`config.mk`:
```
export PLATFORM = sky130hd
export DESIGN_NAME = qcw_shot_sequencer
export DESIGN_NICKNAME = d
export VERILOG_FILES = /design/src/rtl/qcw_shot_sequencer.sv
export SDC_FILE = /design/constraint.sdc
export NUM_CORES = 1
export LEC_CHECK = 0
export BUFFER_PORTS_ARGS = -buffer_cell sky130_fd_sc_hd__buf_2
export CAP_MARGIN = 20
export CORE_ASPECT_RATIO = 1.1
export CORE_MARGIN = 1
export CORE_UTILIZATION = 50
export DETAILED_ROUTE_END_ITERATION = 8
export PLACE_DENSITY = 0.75
export SLEW_MARGIN = 20
export SYNTH_ARGS = -nofsm -noshare
export SYNTH_HDL_FRONTEND = slang
export SYNTH_SLANG_ARGS = --single-unit
```
`constraint.sdc`:
```
create_clock -name clk -period 4.5 [get_ports clk]
set_input_delay 0.225 -clock clk [delete_from_list [all_inputs] [get_ports clk]]
set_output_delay 0.225 -clock clk [all_outputs]
set_load 0.03 [all_outputs]
```
`src/rtl/qcw_shot_sequencer.sv`:
```
// qcw_shot_sequencer: issues one QCW shot per accepted trigger, ramps the phase command per RF cycle,
// enforces inter-shot off-time and supervises the bridge driver with accept and cycle watchdogs.
module qcw_shot_sequencer #(
  parameter int PHASE_MIN      = 50,
  parameter int PHASE_MAX      = 254,
  parameter int MIN_HOLDOFF    = 100000,
  parameter int ACCEPT_TIMEOUT = 64,
  parameter int WDT_CLKS       = 4096
) (
  input  logic        clk,
  input  logic        rst,
  input  logic        trigger,
  input  logic        abort,
  input  logic        fault_clear,
  input  logic [7:0]  cfg_start_phase,
  input  logic [7:0]  cfg_end_phase,
  input  logic [15:0] cfg_step,
  input  logic [15:0] cfg_cycles,
  input  logic [23:0] cfg_holdoff,
  input  logic        drv_ready,
  input  logic        drv_cycle_finished,
  output logic        drv_start,
  output logic        drv_halt,
  output logic [7:0]  drv_phase_shift,
  output logic [15:0] drv_cycle_limit,
  output logic        busy,
  output logic        shot_done,
  output logic        trig_dropped,
  output logic        fault,
  output logic [1:0]  fault_code
);
  typedef enum logic [2:0] {IDLE, ARM, WAIT_ACCEPT, RUN, HOLDOFF, FAULT} state_t;
  localparam logic [23:0] HOLD_MIN = 24'(MIN_HOLDOFF);
  localparam logic [23:0] ACC_LAST = 24'(ACCEPT_TIMEOUT - 1);
  localparam logic [23:0] WDT_LAST = 24'(WDT_CLKS - 1);
  localparam logic [7:0]  P_MIN    = 8'(PHASE_MIN);
  localparam logic [7:0]  P_MAX    = 8'(PHASE_MAX);
  state_t state, state_n;
  logic [23:0] cnt, cnt_n, hold_r;
  logic [15:0] acc, acc_n, step_r, acc_sat;
  logic [16:0] sum;
  logic [7:0]  end_r, top, phase_n;
  logic [1:0]  code_n;
  logic        halt_n;
  assign sum     = {1'b0, acc} + {1'b0, step_r};
  assign acc_sat = (sum >= {1'b0, end_r, 8'h00}) ? {end_r, 8'h00} : sum[15:0];
  assign top     = acc_n[15:8];
  assign phase_n = top < P_MIN ? P_MIN : top > P_MAX ? P_MAX : top;
  assign halt_n  = (state == FAULT) ? drv_halt && !drv_ready : state_n == FAULT;
  assign drv_start    = state == ARM;
  assign busy         = state != IDLE;
  assign fault        = state == FAULT;
  assign trig_dropped = trigger && state != IDLE;
  always_comb begin
    state_n = state;
    cnt_n   = cnt;
    acc_n   = acc;
    code_n  = fault_code;
    case (state)
      IDLE: if (trigger && drv_ready) begin
        state_n = ARM;
        acc_n   = {cfg_start_phase, 8'h00};
      end
      ARM: begin
        state_n = abort ? FAULT : WAIT_ACCEPT;
        code_n  = abort ? 2'd3 : fault_code;
        cnt_n   = '0;
      end
      WAIT_ACCEPT: if (abort) begin
        state_n = FAULT;
        code_n  = 2'd3;
      end else if (!drv_ready) begin
        state_n = RUN;
        cnt_n   = '0;
      end else if (cnt == ACC_LAST) begin
        state_n = FAULT;
        code_n  = 2'd1;
      end else cnt_n = cnt + 24'd1;
      RUN: if (abort) begin
        state_n = FAULT;
        code_n  = 2'd3;
      end else if (drv_ready) begin
        state_n = HOLDOFF;
        cnt_n   = hold_r;
      end else if (drv_cycle_finished) begin
        cnt_n   = '0;
        acc_n   = acc_sat;
      end else if (cnt == WDT_LAST) begin
        state_n = FAULT;
        code_n  = 2'd2;
      end else cnt_n = cnt + 24'd1;
      HOLDOFF: if (cnt <= 24'd1) state_n = IDLE;
      else cnt_n = cnt - 24'd1;
      FAULT: if (fault_clear && drv_ready) begin
        state_n = HOLDOFF;
        code_n  = 2'd0;
        cnt_n   = HOLD_MIN;
      end
      default: state_n = IDLE;
    endcase
  end
  // A reversed ramp saturates at its own start, so the phase holds for the whole shot.
  always_ff @(posedge clk or posedge rst) begin
    if (rst) begin
      state           <= IDLE;
      cnt             <= '0;
      acc             <= '0;
      end_r           <= '0;
      step_r          <= '0;
      hold_r          <= '0;
      drv_cycle_limit <= '0;
      drv_phase_shift <= P_MIN;
      drv_halt        <= 1'b0;
      shot_done       <= 1'b0;
      fault_code      <= 2'd0;
    end else begin
      state           <= state_n;
      cnt             <= cnt_n;
      acc             <= acc_n;
      drv_phase_shift <= phase_n;
      drv_halt        <= halt_n;
      shot_done       <= state == RUN && state_n == HOLDOFF;
      fault_code      <= code_n;
      if (state == IDLE && state_n == ARM) begin
        end_r           <= cfg_end_phase < cfg_start_phase ? cfg_start_phase : cfg_end_phase;
        step_r          <= cfg_step;
        hold_r          <= cfg_holdoff > HOLD_MIN ? cfg_holdoff : HOLD_MIN;
        drv_cycle_limit <= cfg_cycles;
      end
    end
  end
endmodule

```
# Yosys cells after proc, flatten, opt, wreduce, memory -nomap -nowiden
# Index checks and enable logic that the tools add are counted.
[totals]
regBits = 119
latch_bits = 0
mem_bits_rw = 0
romBits = 0
in_bits = 79
output_inout_bits = 32
elab_cells = 104
mem_count = 0
[classes]
add_sub_neg = 3
mul = 0
div_mod_pow = 0
order_cmp = 6
eq_ne = 25
shifts = 0
mux = 43
bitwise = 0
n_reduce_logical = 15
[op_table]
columns = ["cell", "n"]
rows = [
  ["24-bit 2-to-1 mux", 10],
  ["24-bit case mux with 5 select lines", 1],
  ["16-bit 2-to-1 mux", 5],
  ["3-bit 2-to-1 mux", 11],
  ["16-bit case mux with 2 select lines", 1],
  ["24-bit by 1-bit adder with 24-bit output, second input constant", 1],
  ["24-bit by 12-bit equality test with 1-bit output, second input constant", 1],
  ["24-bit by 6-bit equality test with 1-bit output, second input constant", 1],
  ["24-bit by 17-bit > comparator with 1-bit output, second input constant", 1],
  ["24-bit by 1-bit less-or-equal comparator with 1-bit output, second input constant", 1],
  ["8-bit 2-to-1 mux", 3],
  ["24-bit by 1-bit subtractor with 24-bit output, second input constant", 1],
  ["2-bit 2-to-1 mux", 9],
  ["3-bit != test, second input constant", 6],
  ["3-bit case mux with 6 select lines", 1],
  ["16-bit by 16-bit adder with 17-bit output", 1],
  ["17-bit by 16-bit >= comparator with 1-bit output", 1],
  ["2-bit != test, second input constant", 7],
  ["3-bit equality test, second input constant", 4],
  ["8-bit > comparator, second input constant", 1],
  ["8-bit by 6-bit less-than comparator with 1-bit output, second input constant", 1],
  ["8-bit less-than comparator", 1],
  ["2-bit case mux with 4 select lines", 1],
  ["8-bit AND reduction", 1],
  ["14 further kinds", 21],
]

# Longest topological paths before layout
[depth]
word_depth = 10
mapped_depth = 20
depth_no_buf = 19

# Least setup slack after synthesis
# Ideal clock, no wire load.
[synth_path]
path_kind = "register to register"
start = "register acc[8]"
end = "register drv_phase_shift[0]"
setup_time_ps = 132
arrival_ps = 4260
t_required_ps = 4368
slack_ps = 107
stages_incl_launch_ff = 21
n_path_buf = 2
period_less_slack_ps = 4393
path_cell_list = "dfrtp_1 -> ha_1 -> clkbuf_1 -> a211oi_1 -> o21ai_0 -> o21ba_2 -> a31o_2 -> a41oi_1 -> xor2_1 -> inv_1 -> ha_1 -> nand2_1 -> nor4_1 -> nand3_1 -> or4_1 -> clkbuf_1 -> and3_1 -> o31ai_1 -> o2111ai_1 -> a21oi_1 -> a311oi_1"
[synth_between]
elab_chain_len = 10
elab_cells_between_ends = 12
cone_classes = "1 x add/sub; 3 x order compare; 8 x mux"
[synth_lines]
columns = ["element", "line", "source"]
rows = [
  ["start, declared", "40", "logic [15:0] acc, acc_n, step_r, acc_sat;"],
  ["start signal, assigned", "119", "acc <= acc_n;"],
  ["16-bit by 16-bit adder with 17-bit output", "45", "assign sum = {1'b0, acc} + {1'b0, step_r};"],
  ["17-bit by 16-bit >= comparator with 1-bit output", "46", "assign acc_sat = (sum >= {1'b0, end_r, 8'h00}) ? {end_r, 8'h00} : sum[15:0];"],
  ["16-bit 2-to-1 mux", "46", ""],
  ["16-bit 2-to-1 mux", "85", "end else if (drv_cycle_finished) begin"],
  ["16-bit 2-to-1 mux", "82", "end else if (drv_ready) begin"],
  ["16-bit 2-to-1 mux", "79", "RUN: if (abort) begin"],
  ["16-bit case mux with 2 select lines *", "59", "case (state)"],
  ["8-bit > comparator", "48", "assign phase_n = top < P_MIN ? P_MIN : top > P_MAX ? P_MAX : top;"],
  ["8-bit 2-to-1 mux", "48", ""],
  ["8-bit 2-to-1 mux *", "48", ""],
  ["named net phase_n[0]", "42", "logic [7:0] end_r, top, phase_n;"],
  ["end signal, assigned", "120", "drv_phase_shift <= phase_n;"],
  ["end, declared", "24", "output logic [7:0] drv_phase_shift,"],
]
# Mark *: on every way through the listed nets, which the timed path passes. The rest lies on a longest branch. The select of a mux whose other input is x is not followed.
# A chain may end at the register's enable or synchronous reset.

# Worst setup path in the final report
[layout_path]
start = "register step_r[1]"
end = "register drv_phase_shift[1]"
[layout_between]
elab_chain_len = 10
elab_cells_between_ends = 11
cone_classes = "1 x add/sub; 3 x order compare; 7 x mux"
[layout_lines]
columns = ["element", "line", "source"]
rows = [
  ["start, declared", "40", ""],
  ["start signal, assigned", "126", "step_r <= cfg_step;"],
  ["16-bit by 16-bit adder with 17-bit output *", "45", ""],
  ["17-bit by 16-bit >= comparator with 1-bit output", "46", ""],
  ["16-bit 2-to-1 mux *", "46", ""],
  ["16-bit 2-to-1 mux *", "85", ""],
  ["16-bit 2-to-1 mux *", "82", ""],
  ["16-bit 2-to-1 mux *", "79", ""],
  ["16-bit case mux with 2 select lines *", "59", ""],
  ["8-bit > comparator", "48", ""],
  ["8-bit 2-to-1 mux", "48", ""],
  ["8-bit 2-to-1 mux *", "48", ""],
  ["named net phase_n[1]", "42", ""],
]
# Marked as above.

==> key figures <==
Status
  – Outcome: finished with violations
  – Failing checks: negative setup slack

Route
  – DRC: 0
  – DRT Pass-1 Iters: 6
  – Antenna Violating Nets Remaining: 0
  – Initial DRC count: ~700
  – WL/cell: between 15 and 20 um
  – DRT Wirelength: about 22 mm
  – DR vias: 7,209
  – Routed vias/inst: roughly 6.1

Clock tree
  – Htree depth: 4
  – Root Driver: clkbuf_16
  – Cts bufs inserted: 17
  – CTS tree: yes
  – Clock-pin transition on the worst setup and hold timing paths: roughly 60 ps
  – Clock sink total: between 100 and 150
  – Worst-case clock buffer depth: 2
  – Clk_lat worst skew: about 430 ps

Timing
  – Fin crit period: ~4600 ps
  – Final Setup Violations: 4
  – RSZ-0062 raised after global routing: true
  – Max frequency: between 0.2 and 0.25 GHz
  – Final Hold Fails: 0
  – Relative slew slack: 0.359
  – Post-route setup slack: -55.4 ps
  – Final Max Slew Viols: 0
  – Slew @ Worst Pin: roughly 950 ps
  – Worst Skew: ~9.4 ps
  – Total negative slack: -93.3 ps
  – Period utilization: 1.01

Global routing
  – First-pass GRT wire length: between 30 and 40 mm
  – Largest net degree at the start of global routing: between 80 and 90
  – GRT Total Usage: 0.278
  – Vias in the first global route: 6,957
  – Total grt overflow: 0
  – Initial antenna violation count: 0

Floorplan
  – Cell row count: 47
  – Chip Height: roughly 130 um
  – Die area: around 16,000 um^2
  – Die Wd: 120 um
  – Initial Util: 0.510
  – # IOs: around 110
  – Core Area: 15,100 um^2

Yosys
  – Synth area leaders: dfrtp_1, mux2_4, ha_1
  – Synth Instances: between 800 and 900
  – Top FF cell, synth: dfrtp_1
  – Most common cell in the netlist: dfrtp_1
  – Syn_nets: roughly 970
  – Synthesis warning total: 0
  – Syn_area_per_cell: between 9 and 10 um^2
  – Mapped Area: ~7700 um^2
  – Number of library cell types mapped by synthesis: roughly 70
  – Number of synthesized flops with an enable pin: 0
  – Post-synthesis sequential area ratio: 0.388
  – Number of synthesized register bits: ~120
  – Commonest cells in the synthesized netlist: dfrtp_1, nand2_1, nor2_1
  – Post-synth top area share: 0.378
  – FFs w/ async S/R, synth: 1.00
  – Most area-hungry cell type in the Yosys netlist: dfrtp_1

Worst setup path
  – CP Class: reg2reg
  – Crit Path Max Fanout: 7
  – Critical path's largest stage delay: 600 ps
  – Worst path required time: 4850 ps
  – CP Buf/Inv Count: 1
  – Crit-path most repeated cell: ha_4
  – CP max-delay cell: or4_4
  – Critical path, cell by cell: ha_4, a211oi_4, nor3b_4, o21ba_4, a31o_4, a41oi_2, xor2_1, inv_1, ha_4, nand2_2, nor4_2, nand3_1, or4_4, and3_4, o31ai_4, o2111ai_2, a21oi_2, nand2b_1
  – Top delay family on crit path: compound AO/OA/AOI/OAI gates
  – CP Launch Type: flip-flop
  – CP Capture Type: flip-flop
  – Crit path DAT: between 4000 and 5000 ps

Cells and area
  – Sequential Area: about 3000 um^2
  – End-of-flow core utilization: 0.629
  – Inserted Diodes: 0
  – Layout cells sized above 1: 0.281
  – Net count, final: about 1,100
  – Final-layout fill cell count: ~1,300
  – Multi-input logic area: ~4600 um^2
  – Layout area overhead: 23.2%

Run
  – Max cap viols: 0

Power
  – Power density over the cells: slightly above 900 nW/um^2
  – Peak VDD IR: approximately 0.48 mV
  – Static Leakage: 4.42 nW

Place
  – Worst slack at placement: -112 ps
  – Post-DP HPWL: between 15 and 20 mm
  – Port Buf Inserts: 110
  – Placer Congestion: 0.922

Min path
  – Min-Delay Path Class: in2reg
where the power goes:
group          total [mW]  internal (mW)  switching (mW)  leakage, nW
clock                1.21          0.739           0.472        0.255
sequential           2.04           1.56           0.476         1.50
combinational        5.40           2.36            3.04         2.66
total                8.65           4.67            3.99         4.42
final timing paths:
check / from / to / slack [ps] / depth (start not counted)
max: step_r[1] / drv_phase_shift[1] / -60 / 18
min: cfg_cycles[12] / drv_cycle_limit[12] / 30 / 2
max reg2reg: step_r[1] / drv_phase_shift[1] / -60 / 18
min reg2reg: fault_code[0] / fault_code[0] / 470 / 1
max in group asynchronous: rst / hold_r[6] / 3080 / 4
min in group asynchronous: rst / drv_cycle_limit[12] / 350 / 3
flip-flops by register name, indices dropped and copies added (netlist names), 2 cells and up:
| name | flops |
|---|---|
| drv_phase_shift | 8 |
| hold_r | 24 |
| step_r | 16 |
| drv_cycle_limit | 16 |
| acc | 16 |
| cnt | 24 |
| end_r | 8 |
| state | 3 |
| fault_code | 2 |
cell families (layout without fill, tap and decap cells):
group,Yosys count,after routing,synth area share
xor+xnor,21,21,0.0239
flops,119,119,0.388
buf+inv,86,229,0.0466
fa+ha+maj,36,36,0.0596
simple gates,286,286,0.186
mux,48,48,0.0879
compound gates,256,256,0.208
metal layers:
metal  share of wire  track usage  wire length, um
met1            0.40        0.339             8730
met2            0.51        0.468            11100
met3           0.061       0.0558             1350
met4           0.038        0.135              828
met5               0            0                0
cell type report:
type,instances,area share
multi-input cells,647,0.491
flip-flops and latches,119,0.315
repair buffers,159,0.0986
clock buffers,27,0.0521
well taps,196,0.0259
inverters,39,0.0157
clock inverters,4,0.00211
what timing repair did:
action                     4_1_cts  5_1_grt
pin swaps                        2       21
setup endpoints to repair        4       12
gates resized for setup          7       44
hold buffers                     1        0
hold endpoints to repair        27        0
cloned                           0        0
setup buffers                    0        9
placed cells by master, fill, tap and decap left out, types with 5 or more instances in the layout:
cell type  count
nor4_1         7
nor2_1        65
xor2_1        11
o31ai_1        5
nand3_1       27
inv_1         37
clkbuf_1       7
buf_2        110
nand4_1        8
ha_1          26
a21o_1         7
o22ai_1        7
nor3_1        19
o21a_1         5
buf_4         47
a22o_1         8
nor2b_1        8
or3_1          6
nand2_1       79
a21oi_1       47
and3_1         7
nand2b_1      20
a31oi_1       10
xnor2_1       10
ha_4           7
dfrtp_1      116
o21ai_0       46
clkbuf_16     17
mux2_4        39
mux2i_1        9
o21ai_1       54
a22oi_1        6
stage by stage:
stage | instance area, um^2 | cells | power [mW] | hold WS, ps
floorplan | 7680 | 852 | 5.48 | 366
global placement | 8580 | 1150 | 6.73 | 234
detailed placement | 8580 | 1150 | 6.81 | 240
CTS | 9140 | 1182 | 8.12 | 21.8
global route | 9470 | 1191 | 9.22 | 23.7
finish | 9470 | 1191 | 8.65 | 26.8
Note: power is estimated with default switching activity, not from simulation.
